### config.mk
export PLATFORM = sky130hd
export DESIGN_NAME = reset_sequencer_flat
export DESIGN_NICKNAME = d
export VERILOG_FILES = /design/src/rtl/reset_sequencer_pkg.sv /design/src/rtl/reset_sequencer_if.sv /design/src/rtl/reset_sequencer_rst_sync.sv /design/src/rtl/reset_sequencer.sv /design/src/flat_wrapper.sv
export SDC_FILE = /design/constraint.sdc
export NUM_CORES = 1
export LEC_CHECK = 0
export ABC_AREA = 1
export BUFFER_PORTS_ARGS = -buffer_cell sky130_fd_sc_hd__buf_2
export CAP_MARGIN = 30
export CORE_ASPECT_RATIO = 0.75
export CORE_MARGIN = 4
export CORE_UTILIZATION = 46
export DETAILED_ROUTE_END_ITERATION = 8
export PLACE_DENSITY_LB_ADDON = 0.08
export SYNTH_ARGS = -nofsm -noshare
export SYNTH_HDL_FRONTEND = slang
export SYNTH_SLANG_ARGS = --single-unit
### constraint.sdc
create_clock -name clk -period 1.2 [get_ports clk]
set_clock_uncertainty 0.05 [all_clocks]
set_input_delay 0.12 -clock clk [delete_from_list [all_inputs] [get_ports clk]]
set_output_delay 0.12 -clock clk [all_outputs]
set_load 0.005 [all_outputs]
### src/rtl/reset_sequencer_pkg.sv
// Shared types and default constants for the reset sequencer.
package reset_sequencer_pkg;

  typedef enum logic [1:0] {
    HOLD      = 2'd0,
    WAIT_LOCK = 2'd1,
    SEQ       = 2'd2,
    DONE      = 2'd3
  } rst_seq_state_t;

  localparam int unsigned DEF_NUM_STAGES   = 3;
  localparam int unsigned DEF_SYNC_STAGES  = 2;
  localparam int unsigned DEF_STAGE_DLY    = 16;
  localparam int unsigned DEF_LOCK_TIMEOUT = 1024;

  function automatic int unsigned max_u(input int unsigned a, input int unsigned b);
    return (a > b) ? a : b;
  endfunction

endpackage

### src/rtl/reset_sequencer_if.sv
// Lock/request inputs and sequenced reset outputs of the reset sequencer.
// lock_timeout_o exists only when RESET_SEQUENCER_WATCHDOG_EN is defined.
interface reset_sequencer_if #(
  parameter int unsigned NUM_STAGES = 3
);
  logic                  locked_i;
  logic                  sw_rst_i;
  logic [NUM_STAGES-1:0] rst_n_o;
  logic                  rst_done_o;
  logic                  busy_o;
`ifdef RESET_SEQUENCER_WATCHDOG_EN
  logic                  lock_timeout_o;
`endif

  modport master (
    output locked_i, sw_rst_i,
`ifdef RESET_SEQUENCER_WATCHDOG_EN
    input  lock_timeout_o,
`endif
    input  rst_n_o, rst_done_o, busy_o
  );

  modport slave (
    input  locked_i, sw_rst_i,
`ifdef RESET_SEQUENCER_WATCHDOG_EN
    output lock_timeout_o,
`endif
    output rst_n_o, rst_done_o, busy_o
  );
endinterface

### src/rtl/reset_sequencer_rst_sync.sv
// Async-clear flop chain: with d_i tied high it is a reset synchronizer
// (async assert, sync deassert); with a data input it is a plain CDC synchronizer.
module rst_sync #(
  parameter int unsigned DEPTH = 2
) (
  input  logic clk,
  input  logic rst_n,
  input  logic d_i,
  output logic q_o
);
  logic [DEPTH-1:0] sync_q;
  logic [DEPTH-1:0] sync_d;

  always_comb begin
    sync_d = {sync_q[DEPTH-2:0], d_i};
  end

  always_ff @(posedge clk or negedge rst_n) begin
    if (!rst_n) sync_q <= '0;
    else        sync_q <= sync_d;
  end

  assign q_o = sync_q[DEPTH-1];
endmodule

### src/rtl/reset_sequencer.sv
// Ordered release of NUM_STAGES reset domains after clock lock, with lock-loss
// and software reassertion. Optional lock watchdog: RESET_SEQUENCER_WATCHDOG_EN.
module reset_sequencer
  import reset_sequencer_pkg::*;
#(
  parameter int unsigned NUM_STAGES   = DEF_NUM_STAGES,
  parameter int unsigned SYNC_STAGES  = DEF_SYNC_STAGES,
  parameter int unsigned STAGE_DLY    = DEF_STAGE_DLY,
  parameter int unsigned LOCK_TIMEOUT = DEF_LOCK_TIMEOUT
) (
  input  logic              clk,
  input  logic              rst_n,
  reset_sequencer_if.slave  bus
);
  localparam int unsigned CNT_W = $clog2(max_u(STAGE_DLY, LOCK_TIMEOUT));
  localparam int unsigned IDX_W = (NUM_STAGES > 1) ? $clog2(NUM_STAGES) : 1;

  logic rst_int_n;
  logic locked_s;

  rst_sync #(.DEPTH(SYNC_STAGES)) u_rst_sync (
    .clk   (clk),
    .rst_n (rst_n),
    .d_i   (1'b1),
    .q_o   (rst_int_n)
  );

  rst_sync #(.DEPTH(SYNC_STAGES)) u_lock_sync (
    .clk   (clk),
    .rst_n (rst_n),
    .d_i   (bus.locked_i),
    .q_o   (locked_s)
  );

  rst_seq_state_t        state_q, state_d;
  logic [CNT_W-1:0]      cnt_q, cnt_d;
  logic [IDX_W-1:0]      idx_q, idx_d;
  logic [NUM_STAGES-1:0] rst_n_q, rst_n_d;
  logic                  done_q, done_d;
  logic                  busy_q, busy_d;
`ifdef RESET_SEQUENCER_WATCHDOG_EN
  logic                  tmo_q, tmo_d;
`endif

  // Next state: software request beats lock loss beats normal progression.
  always_comb begin
    state_d = state_q;
    cnt_d   = cnt_q;
    idx_d   = idx_q;
    rst_n_d = rst_n_q;
`ifdef RESET_SEQUENCER_WATCHDOG_EN
    tmo_d   = tmo_q;
`endif
    if (bus.sw_rst_i) begin
      state_d = HOLD;
      cnt_d   = '0;
      idx_d   = '0;
      rst_n_d = '0;
    end else if (!locked_s && (state_q == SEQ || state_q == DONE)) begin
      state_d = WAIT_LOCK;
      cnt_d   = '0;
      idx_d   = '0;
      rst_n_d = '0;
    end else begin
      case (state_q)
        HOLD: begin
          if (cnt_q == CNT_W'(STAGE_DLY - 1)) begin
            state_d = WAIT_LOCK;
            cnt_d   = '0;
          end else begin
            cnt_d = cnt_q + CNT_W'(1);
          end
        end
        WAIT_LOCK: begin
          if (locked_s) begin
            state_d = SEQ;
            cnt_d   = '0;
            idx_d   = '0;
`ifdef RESET_SEQUENCER_WATCHDOG_EN
            tmo_d   = 1'b0;
          end else if (cnt_q == CNT_W'(LOCK_TIMEOUT - 1)) begin
            tmo_d   = 1'b1;
          end else begin
            cnt_d   = cnt_q + CNT_W'(1);
`endif
          end
        end
        SEQ: begin
          if (cnt_q == CNT_W'(STAGE_DLY - 1)) begin
            cnt_d   = '0;
            // Shifting in a one keeps released domains a contiguous low-order run.
            rst_n_d = NUM_STAGES'({rst_n_q, 1'b1});
            if (idx_q == IDX_W'(NUM_STAGES - 1)) state_d = DONE;
            else                                 idx_d   = idx_q + IDX_W'(1);
          end else begin
            cnt_d = cnt_q + CNT_W'(1);
          end
        end
        DONE:    state_d = DONE;
        default: state_d = WAIT_LOCK;
      endcase
    end
    done_d = (state_d == DONE);
    busy_d = (state_d != DONE);
  end

  always_ff @(posedge clk or negedge rst_int_n) begin
    if (!rst_int_n) begin
      state_q <= WAIT_LOCK;
      cnt_q   <= '0;
      idx_q   <= '0;
      rst_n_q <= '0;
      done_q  <= 1'b0;
      busy_q  <= 1'b1;
`ifdef RESET_SEQUENCER_WATCHDOG_EN
      tmo_q   <= 1'b0;
`endif
    end else begin
      state_q <= state_d;
      cnt_q   <= cnt_d;
      idx_q   <= idx_d;
      rst_n_q <= rst_n_d;
      done_q  <= done_d;
      busy_q  <= busy_d;
`ifdef RESET_SEQUENCER_WATCHDOG_EN
      tmo_q   <= tmo_d;
`endif
    end
  end

  assign bus.rst_n_o    = rst_n_q;
  assign bus.rst_done_o = done_q;
  assign bus.busy_o     = busy_q;
`ifdef RESET_SEQUENCER_WATCHDOG_EN
  assign bus.lock_timeout_o = tmo_q;
`endif
endmodule

### src/flat_wrapper.sv
// flat-port wrapper written by rule: the top's interface ports become plain ports
module reset_sequencer_flat import reset_sequencer_pkg::*;
#(
  parameter int unsigned NUM_STAGES   = DEF_NUM_STAGES,
  parameter int unsigned SYNC_STAGES  = DEF_SYNC_STAGES,
  parameter int unsigned STAGE_DLY    = DEF_STAGE_DLY,
  parameter int unsigned LOCK_TIMEOUT = DEF_LOCK_TIMEOUT
)
  (clk, rst_n, bus_locked_i, bus_sw_rst_i, bus_rst_n_o, bus_rst_done_o, bus_busy_o);
  reset_sequencer_if #(.NUM_STAGES(NUM_STAGES)) bus_i ();
  input  logic clk;
  input  logic rst_n;
  input wire logic [$bits(bus_i.locked_i)-1:0] bus_locked_i;
  input wire logic [$bits(bus_i.sw_rst_i)-1:0] bus_sw_rst_i;
  output wire logic [$bits(bus_i.rst_n_o)-1:0] bus_rst_n_o;
  output wire logic [$bits(bus_i.rst_done_o)-1:0] bus_rst_done_o;
  output wire logic [$bits(bus_i.busy_o)-1:0] bus_busy_o;
  assign bus_i.locked_i = bus_locked_i;
  assign bus_i.sw_rst_i = bus_sw_rst_i;
  assign bus_rst_n_o = bus_i.rst_n_o;
  assign bus_rst_done_o = bus_i.rst_done_o;
  assign bus_busy_o = bus_i.busy_o;
  reset_sequencer #(.NUM_STAGES(NUM_STAGES), .SYNC_STAGES(SYNC_STAGES), .STAGE_DLY(STAGE_DLY), .LOCK_TIMEOUT(LOCK_TIMEOUT)) u_core (.clk(clk), .rst_n(rst_n), .bus(bus_i));
endmodule
==> reports/qor.csv, run 1 <==
metric;value;unit
DRC viols;0;
Net count, final;195;
Syn Nets;158;
Clock Path Buffers;2;
Buf+Inv Stages, Crit Path;1;
Max Clk Rate;707;MHz
Starting Density;50.0;%
area leader, netlist;dfrtp_1;
Peak VDD IR;0.000665;V
syn_area_per_cell;7.84;sq um
vias per inst;4.91;
WL/cell;12.5;um
CP required;1.40;ns
GR Overflow Total;0;
Tmin final;1.41;ns
metal2 WL;1270;um
Rows;15;
Post-synth EDFFs;0;
RSZ-0062 raised after global routing;true;
Final Routed Wirelength;2780;um
first-pass GRT wire length;4840;um
Max Cap Viol;0;
final core utilization;67.0;%
top_reg_cell synth;dfrtp_1;
later-pin clock latency in the skew report;0.31;ns
Async SR Flop Fraction;100;%
vias in the first global route;1034;
mapped cell area;1190;sq um
share of cells above drive strength 1;37.8;%
Vias;1089;
largest net degree at the start of global routing;13;
CTS H-tree depth;1;
number of detailed-route iterations in the first pass;4;
ant diodes;0;
CP top delay family;simple AND/OR/NAND/NOR gates;
WL met1;1320;um
WL met3;172;um
R2R Setup Slk;-0.21;ns
top cell type's share of synthesized area;44.1;%
Worst setup EP type;flop;
TritonCTS Sinks;23;
ANT nets after route;0;
Setup-failing EPs final;17;
Mapped Cells;152;
synth warn;0;
most frequent cell after synthesis;nand2_1;
delay of the slowest critical-path stage;0.41;ns
CP startpoint kind;flop;
# port buffers;8;
Hold Crit Class;input pin to async pin;
root buffer cell;clkbuf_4;
Synth-to-Final Area Change;33.9;%
post-synth cell types;23;
status;finished with violations;
1st-iter DRT viols;46;
critical path's slowest cell;dfrtp_1;
WS Path Type;flop to flop;
CTS tree;built;
GP Congestion;0.867;
Synth area leaders;dfrtp_1, nand2_1, inv_1, nor2_1, nand3_1;
Hold WS;0.0769;ns
total core area;2380;sq um
die area;3480;sq um
failing checks;setup timing;
sequence of cells on the critical path;ha_4 -> nand2_4 -> nor2_4 -> nand4_4 -> o21ai_2 -> inv_1 -> nor2_1;
post-route setup slack;-0.214;ns
Final Max Slew Viols;0;
fin crit share;118;%
Total GRT Usage;18.8;%
P_leak;0.795;nW
DR top layer;met4;
total CTS buffers;3;
Post-synth top cells;nand2_1, dfrtp_1, inv_1, nor2_1, nand3_1;
Synth Register Bits;23;
register area share after synthesis;48.5;%
detailed placer's ending HPWL;1980;um
crit path DAT;1.61;ns
Final Hold Viols;0;
pwr/cell area;807;nW/um^2
initial antenna violation count;0;
die width;66.8;um
Max Fanout on Critical Path;8;
I/O pin total;9;
Die Ht;52.1;um
CTS clk-pin slew, worst paths;0.13;ns
==> cell type report <==
class	count	area (sq um)
clock buffers	4	26.3
inverters	22	82.6
multi-input cells	107	634
flip-flops and latches	23	581
well taps	34	42.5
fillers	217	787
repair buffers	32	230
==> what timing repair did <==
| item | in CTS | in global routing |
|---|---|---|
| endpoints found under the hold margin | 6 | 1 |
| gates cloned | 1 | 0 |
| hold buffers | 3 | 1 |
| pin swaps | 5 | 1 |
| setup buffers | 2 | 2 |
| resized for setup | 15 | 11 |
| setup endpoints to repair | 18 | 18 |
==> logic make-up after synthesis <==
kind of cell / after synthesis / share of synthesized area, %
flip-flops: 23 / 48.5
AND/OR/NAND/NOR: 86 / 33.4
AO/OA/AOI/OAI: 17 / 7.87
other: 1 / 0.314
buffers and inverters: 23 / 7.87
adder cells (fa/ha/maj): 2 / 2.10
==> per-stage QoR <==
step,worst slack (ns),std cells,cell area (sq um),setup TNS [ns],total power [mW]
2_1_floorplan,-0.0975,152,1200,-1.02,0.864
3_3_place_gp,-0.138,211,1410,-1.76,0.902
3_5_place_dp,-0.207,211,1410,-2.67,0.906
4_1_cts,-0.189,219,1540,-2.65,1.29
5_1_grt,-0.305,222,1600,-4.38,1.36
6_report,-0.214,222,1600,-2.73,1.29
==> worst paths after layout <==
| path | to | start | cells past startpoint |
|---|---|---|---|
| worst min-delay path | u_core.u_rst_sync.sync_q[1] | rst_n | 2 |
| worst min register to register | u_core.cnt_q[8] | u_core.u_rst_sync.sync_q[1] | 1 |
| worst max register to register | u_core.state_q[0] | u_core.cnt_q[0] | 7 |
| min in group clk | u_core.state_q[1] | bus_sw_rst_i | 4 |
| max in group asynchronous | u_core.state_q[0] | u_core.u_rst_sync.sync_q[1] | 1 |
| worst max-delay path | u_core.state_q[0] | u_core.cnt_q[0] | 7 |
==> registers in the layout, summed over array words and instances (netlist names) <==
name,flops
u_core.bus.rst_done_o,1
u_core.bus.rst_n_o,3
u_core.bus.busy_o,1
u_core.cnt_q,10
u_core.u_rst_sync.sync_q,2
u_core.idx_q,2
u_core.u_lock_sync.sync_q,2
u_core.state_q,2
==> layer usage <==
metal / track usage [%] / vias to the layer above
li1: - / 551
met1: 27.0 / 506
met2: 28.8 / 30
met3: 4.54 / 2
met4: 4.05 / 0
met5: 0 / -
==> cells in the final DEF (no fill, tap or decap), types with 4 or more instances in the layout <==
| cell | netlist | routed |
|---|---|---|
| dfrtp_1 | 21 | 19 |
| nor2_4 | 1 | 4 |
| o21ai_0 | 6 | 4 |
| inv_1 | 18 | 18 |
| inv_2 | 4 | 4 |
| nand2_1 | 39 | 32 |
| nand3_1 | 13 | 12 |
| buf_4 | 0 | 20 |
| a21oi_2 | 1 | 4 |
| nand2_2 | 5 | 10 |
| buf_2 | 0 | 8 |
| dlygate4sd3_1 | 0 | 4 |
| nor2_1 | 18 | 15 |
| nor2_2 | 4 | 4 |
==> power breakdown <==
group | switching, mW | internal (mW)
logic | 0.0689 | 0.0553
registers | 0.0149 | 0.791
clock network | 0.228 | 0.130
total | 0.312 | 0.976
==> worst reg2reg max path, cell delays in order (launching register included) <==
cell     delay (ns)
dfrtp_1        0.41
ha_4           0.17
nand2_4        0.06
nor2_4         0.11
nand4_4        0.17
o21ai_2        0.21
inv_1          0.06
nor2_1         0.10
Note: power is estimated with default switching activity, not from simulation.
==> inputs of run 2 (changes only) <==
BUFFER_PORTS_ARGS = -buffer_cell sky130_fd_sc_hd__buf_4   (was -buffer_cell sky130_fd_sc_hd__buf_2)
==> run 2 against run 1 <==
  * The flow still finishes with violations (setup timing)
  * Wire length grew 8.6%
  * Sequential share of layout area shrank 1.6 points
  * Register-to-register slack lost 0.02 ns
  * Die area is the same
  * Via count grew 3.7%
  * Clock power grew 7.5%
  * Utilization grew 3.0 points
  * Global-route usage grew 1.1 points
  * Fmax shrank 1.1%
  * Combinational power grew 3%
  * Non-clock buffer count grew 6
  * Design area grew 4.5%
==> reports/qor.csv, run 2 (synthesized netlist as in run 1, its figures left out) <==
metric;value;unit
total core area;2380;sq um
root buffer cell;clkbuf_4;
I/O pin total;9;
Hold Crit Class;input pin to async pin;
R2R Setup Slk;-0.23;ns
critical path's slowest cell;dfrtp_1;
Rows;15;
commonest non-fill, non-tap cells in the layout;nand2_1, buf_4, dfrtp_1;
# port buffers;8;
worst r2r dst;u_core.state_q[0];
metal2 WL;1420;um
largest net degree at the start of global routing;15;
FF-to-FF Start;u_core.cnt_q[0];
number of detailed-route iterations in the first pass;5;
Net count, final;201;
Sw Share;26.0;%
Die Ht;52.1;um
vias in the first global route;1048;
vias per inst;4.95;
delay of the slowest critical-path stage;0.41;ns
1st-iter DRT viols;56;
Clock Path Buffers;2;
CP top delay family;simple AND/OR/NAND/NOR gates;
WL met1;1390;um
ant diodes;0;
Total GRT Usage;20.0;%
Worst setup EP type;flop;
share of cells above drive strength 1;39.7;%
Comb power frac;9.7;%
P_leak;0.851;nW
CP required;1.42;ns
status;finished with violations;
Seq pwr share;61.1;%
final core utilization;70.0;%
total CTS buffers;3;
fin crit share;119;%
GR Overflow Total;0;
reg2reg path depth;7;
internal power;975;uW
Synth-to-Final Area Change;39.9;%
design area;1670;sq um
Final Routed Wirelength;3020;um
Buf+Inv Stages, Crit Path;1;
RSZ-0062 raised after global routing;true;
Most flops, register;u_core.cnt_q;
crit path from;u_core.cnt_q[0];
initial antenna violation count;0;
WL/cell;13.2;um
Vias;1129;
CTS clk-pin slew, worst paths;0.14;ns
later-pin clock latency in the skew report;0.33;ns
pwr/cell area;790;nW/um^2
Final Max Slew Viols;0;
WS Path Type;flop to flop;
Max Cap Viol;0;
first-pass GRT wire length;5060;um
CTS H-tree depth;1;
Setup-failing EPs final;18;
Max Clk Rate;700;MHz
sequence of cells on the critical path;ha_4 -> nand2_4 -> nor2_4 -> nand4_4 -> o21ai_2 -> inv_1 -> nor2_1;
power share of the clock group;29.2;%
CP startpoint kind;flop;
Peak VDD IR;0.000517;V
DR top layer;met4;
crit path DAT;1.65;ns
post-route setup slack;-0.230;ns
Placed Area;1440;sq um
die width;66.8;um
Starting Density;50.0;%
TritonCTS Sinks;23;
Largest register FFs;10;
Final Hold Viols;0;
CTS tree;built;
DRC viols;0;
die area;3480;sq um
detailed placer's ending HPWL;1990;um
GP Congestion;0.844;
WL met3;158;um
ANT nets after route;0;
Psw;342;uW
Max Fanout on Critical Path;8;
failing checks;setup timing;
Tmin final;1.43;ns
[run 2: cell types whose count changed in the layout (fill, tap and decap cells not counted), moves of 2 or more]
cell     change
nand2_4      +3
buf_2        -8
nand2_1      +2
buf_4       +14
nand2_2      -5
[run 2: power by group through the flow]
stage | clock network [mW] | registers, mW | logic [mW]
floorplan | 0 | 0.823 | 0.0412
global placement | 0 | 0.815 | 0.0908
detailed placement | 0 | 0.816 | 0.0932
CTS | 0.392 | 0.801 | 0.118
global route | 0.436 | 0.807 | 0.142
finish | 0.385 | 0.804 | 0.128
[run 2: repair_timing]
action | CTS | global route
hold endpoints to repair | 7 | 0
pin swaps | 1 | 7
cloned | 1 | 0
hold buffers | 3 | 0
setup endpoints to repair | 18 | 18
gates resized for setup | 14 | 12
buffers inserted | 5 | 3
[run 2: cell type report]
cell class                 instances  area (sq um)
sequential                        23           579
clock inverter                     1          7.51
multi-input combinational        107           637
tap                               34          42.5
timing repair buffer              38           297
inverter                          22          82.6
fill                             206           716
clock buffer                       3          22.5
[run 2: worst max path at each step]
stage / end / slack, ns / depth (start not counted)
6_report: u_core.state_q[0] / -0.23 / 7
5_1_grt: u_core.cnt_q[5] / -0.30 / 8
4_1_cts: u_core.idx_q[0] / -0.19 / 8
3_5_place_dp: u_core.bus.rst_n_o[2] / -0.19 / 7
3_3_place_gp: u_core.bus.rst_n_o[2] / -0.13 / 7
2_1_floorplan: u_core.cnt_q[7] / -0.1 / 8
[run 2: worst reg2reg max path, stage by stage, from the launching register on]
cell and delay [ns]:
dfrtp_1 0.41, ha_4 0.17, nand2_4 0.06, nor2_4 0.11, nand4_4 0.19, o21ai_2 0.23
inv_1 0.05, nor2_1 0.10
[run 2: metrics by stage]
step	hold WS (ns)	setup TNS [ns]	setup WS (ns)	power, mW	cells
3_5_place_dp	-0.132	-2.64	-0.192	0.909	212
4_1_cts	0.0387	-2.60	-0.190	1.31	225
3_3_place_gp	-0.133	-1.77	-0.132	0.905	212
5_1_grt	0.0275	-4.45	-0.297	1.38	228
6_report	0.0371	-3.09	-0.230	1.32	228
2_1_floorplan	-0.226	-1.02	-0.0975	0.864	152
[run 2: routing by layer]
layer	global-route usage, %	vias up
li1	-	564
met1	28.0	523
met2	30.6	36
met3	5.18	6
met4	5.07	0
met5	0	-
==> inputs of run 3 (changes only) <==
HOLD_SLACK_MARGIN = 0.15   (was not set)
==> run 3 against run 2 <==
  * The run still ends with setup timing left
  * First-iteration DRC count is 20% lower
  * Sequential power about the same
  * Via count rose by 0.97%
  * Worst hold slack gained 0.13 ns
  * Critical path depth stayed put
  * Power rose by 0.69%
==> reports/qor.csv, run 3 (synthesized netlist as in run 1, its figures left out) <==
metric;value;unit
status;finished with violations;
failing checks;setup timing;
CP required;1.43;ns
CP startpoint kind;flop;
Final Routed Wirelength;3040;um
Most flops, register;u_core.cnt_q;
Tmin final;1.42;ns
share of cells above drive strength 1;39.1;%
ANT nets after route;0;
I/O pin total;9;
initial antenna violation count;0;
largest net degree at the start of global routing;15;
Starting Density;50.0;%
first-pass GRT wire length;5090;um
hold path depth;6;
Setup-failing EPs final;18;
Max Clk Rate;705;MHz
TritonCTS Sinks;23;
Die Ht;52.1;um
vias per inst;4.94;
Max Cap Viol;0;
DRC viols;0;
Net count, final;204;
1st-iter DRT viols;45;
Total GRT Usage;20.1;%
Final Max Slew Viols;0;
pwr/cell area;781;nW/um^2
GP Congestion;0.844;
P_leak;0.864;nW
total CTS buffers;3;
Rows;15;
total core area;2380;sq um
Final Total Pwr;1.33;mW
WL/cell;13.2;um
# port buffers;8;
Synth-to-Final Area Change;42.4;%
die area;3480;sq um
Final Hold Viols;0;
Max Fanout on Critical Path;8;
vias in the first global route;1068;
Placed Area;1440;sq um
Vias;1140;
commonest non-fill, non-tap cells in the layout;nand2_1, buf_4, dfrtp_1;
design area;1700;sq um
GR Overflow Total;0;
detailed placer's ending HPWL;1990;um
Hold Crit Class;input pin to flop;
reg2reg path depth;7;
Fill cells;203;
root buffer cell;clkbuf_4;
CTS tree;built;
post-route setup slack;-0.218;ns
later-pin clock latency in the skew report;0.33;ns
CTS H-tree depth;1;
Worst setup EP type;flop;
Clock Path Buffers;2;
number of detailed-route iterations in the first pass;4;
crit path DAT;1.64;ns
RSZ-0062 raised after global routing;true;
Largest register FFs;10;
CTS clk-pin slew, worst paths;0.14;ns
die width;66.8;um
fin crit share;118;%
ant diodes;0;
WS Path Type;flop to flop;
Peak VDD IR;0.000510;V
## run 3: per-layer routing
layer	track usage, %	vias to the layer above	wire length (um)
met5	0	-	0
met4	5.07	0	24
met3	5.18	4	178
met2	31.3	27	1480
met1	27.8	539	1370
li1	-	570	-
## run 3: repair_timing
action | 4_1_cts | 5_1_grt
resized for setup | 14 | 12
cloned | 1 | 0
endpoints found under the hold margin | 18 | 0
endpoints found under the setup margin | 18 | 18
hold buffers | 6 | 0
pin swaps | 1 | 7
buffers inserted | 5 | 3
## run 3: layout make-up
type                            count  area [sq um]  share of cell area, %
Clock buffer                        3          22.5                   1.33
Clock inverter                      1          7.51                  0.442
Inverter                           22          82.6                   4.86
Multi-Input combinational cell    107           637                   37.5
Sequential cell                    23           579                   34.1
Tap cell                           34          42.5                   2.51
Timing Repair Buffer               41           327                   19.2
## run 3: path summary, 6_finish.rpt
check / endpoint / slack, ns / from
worst max-delay path: u_core.state_q[0] / -0.22 / u_core.cnt_q[0]
worst min-delay path: u_core.bus.rst_n_o[0] / 0.17 / bus_sw_rst_i
worst max register to register: u_core.state_q[0] / -0.22 / u_core.cnt_q[0]
worst min register to register: u_core.u_rst_sync.sync_q[1] / 0.32 / u_core.u_rst_sync.sync_q[0]
max in group asynchronous: u_core.state_q[0] / 0.17 / u_core.u_rst_sync.sync_q[1]
min in group asynchronous: u_core.u_lock_sync.sync_q[0] / 0.60 / rst_n
## run 3: worst max-delay path, cell delays in order, from the launching register on
cell     delay, ns
dfrtp_1       0.41
ha_4          0.17
nand2_4       0.06
nor2_4        0.11
nand4_4       0.19
o21ai_2       0.23
inv_1         0.05
nor2_1        0.09
## run 3: through the flow
stage                     worst slack, ns  cells  utilization, %  hold slack, ns  TNS [ns]
after floorplan                   -0.0975    152               -          -0.226     -1.02
after global placement             -0.132    212            60.3          -0.133     -1.77
after detailed placement           -0.192    212            60.3          -0.132     -2.64
after CTS                          -0.190    228            68.0           0.226     -2.60
after global routing               -0.297    231            71.2           0.185     -4.42
final                              -0.218    231            71.2           0.167     -3.07
## run 3: power breakdown
part	internal, mW	leakage [nW]	switching [mW]	total, mW
Clock	0.128	0.0139	0.259	0.386
Combinational	0.0631	0.549	0.0723	0.135
Sequential	0.791	0.301	0.0137	0.805
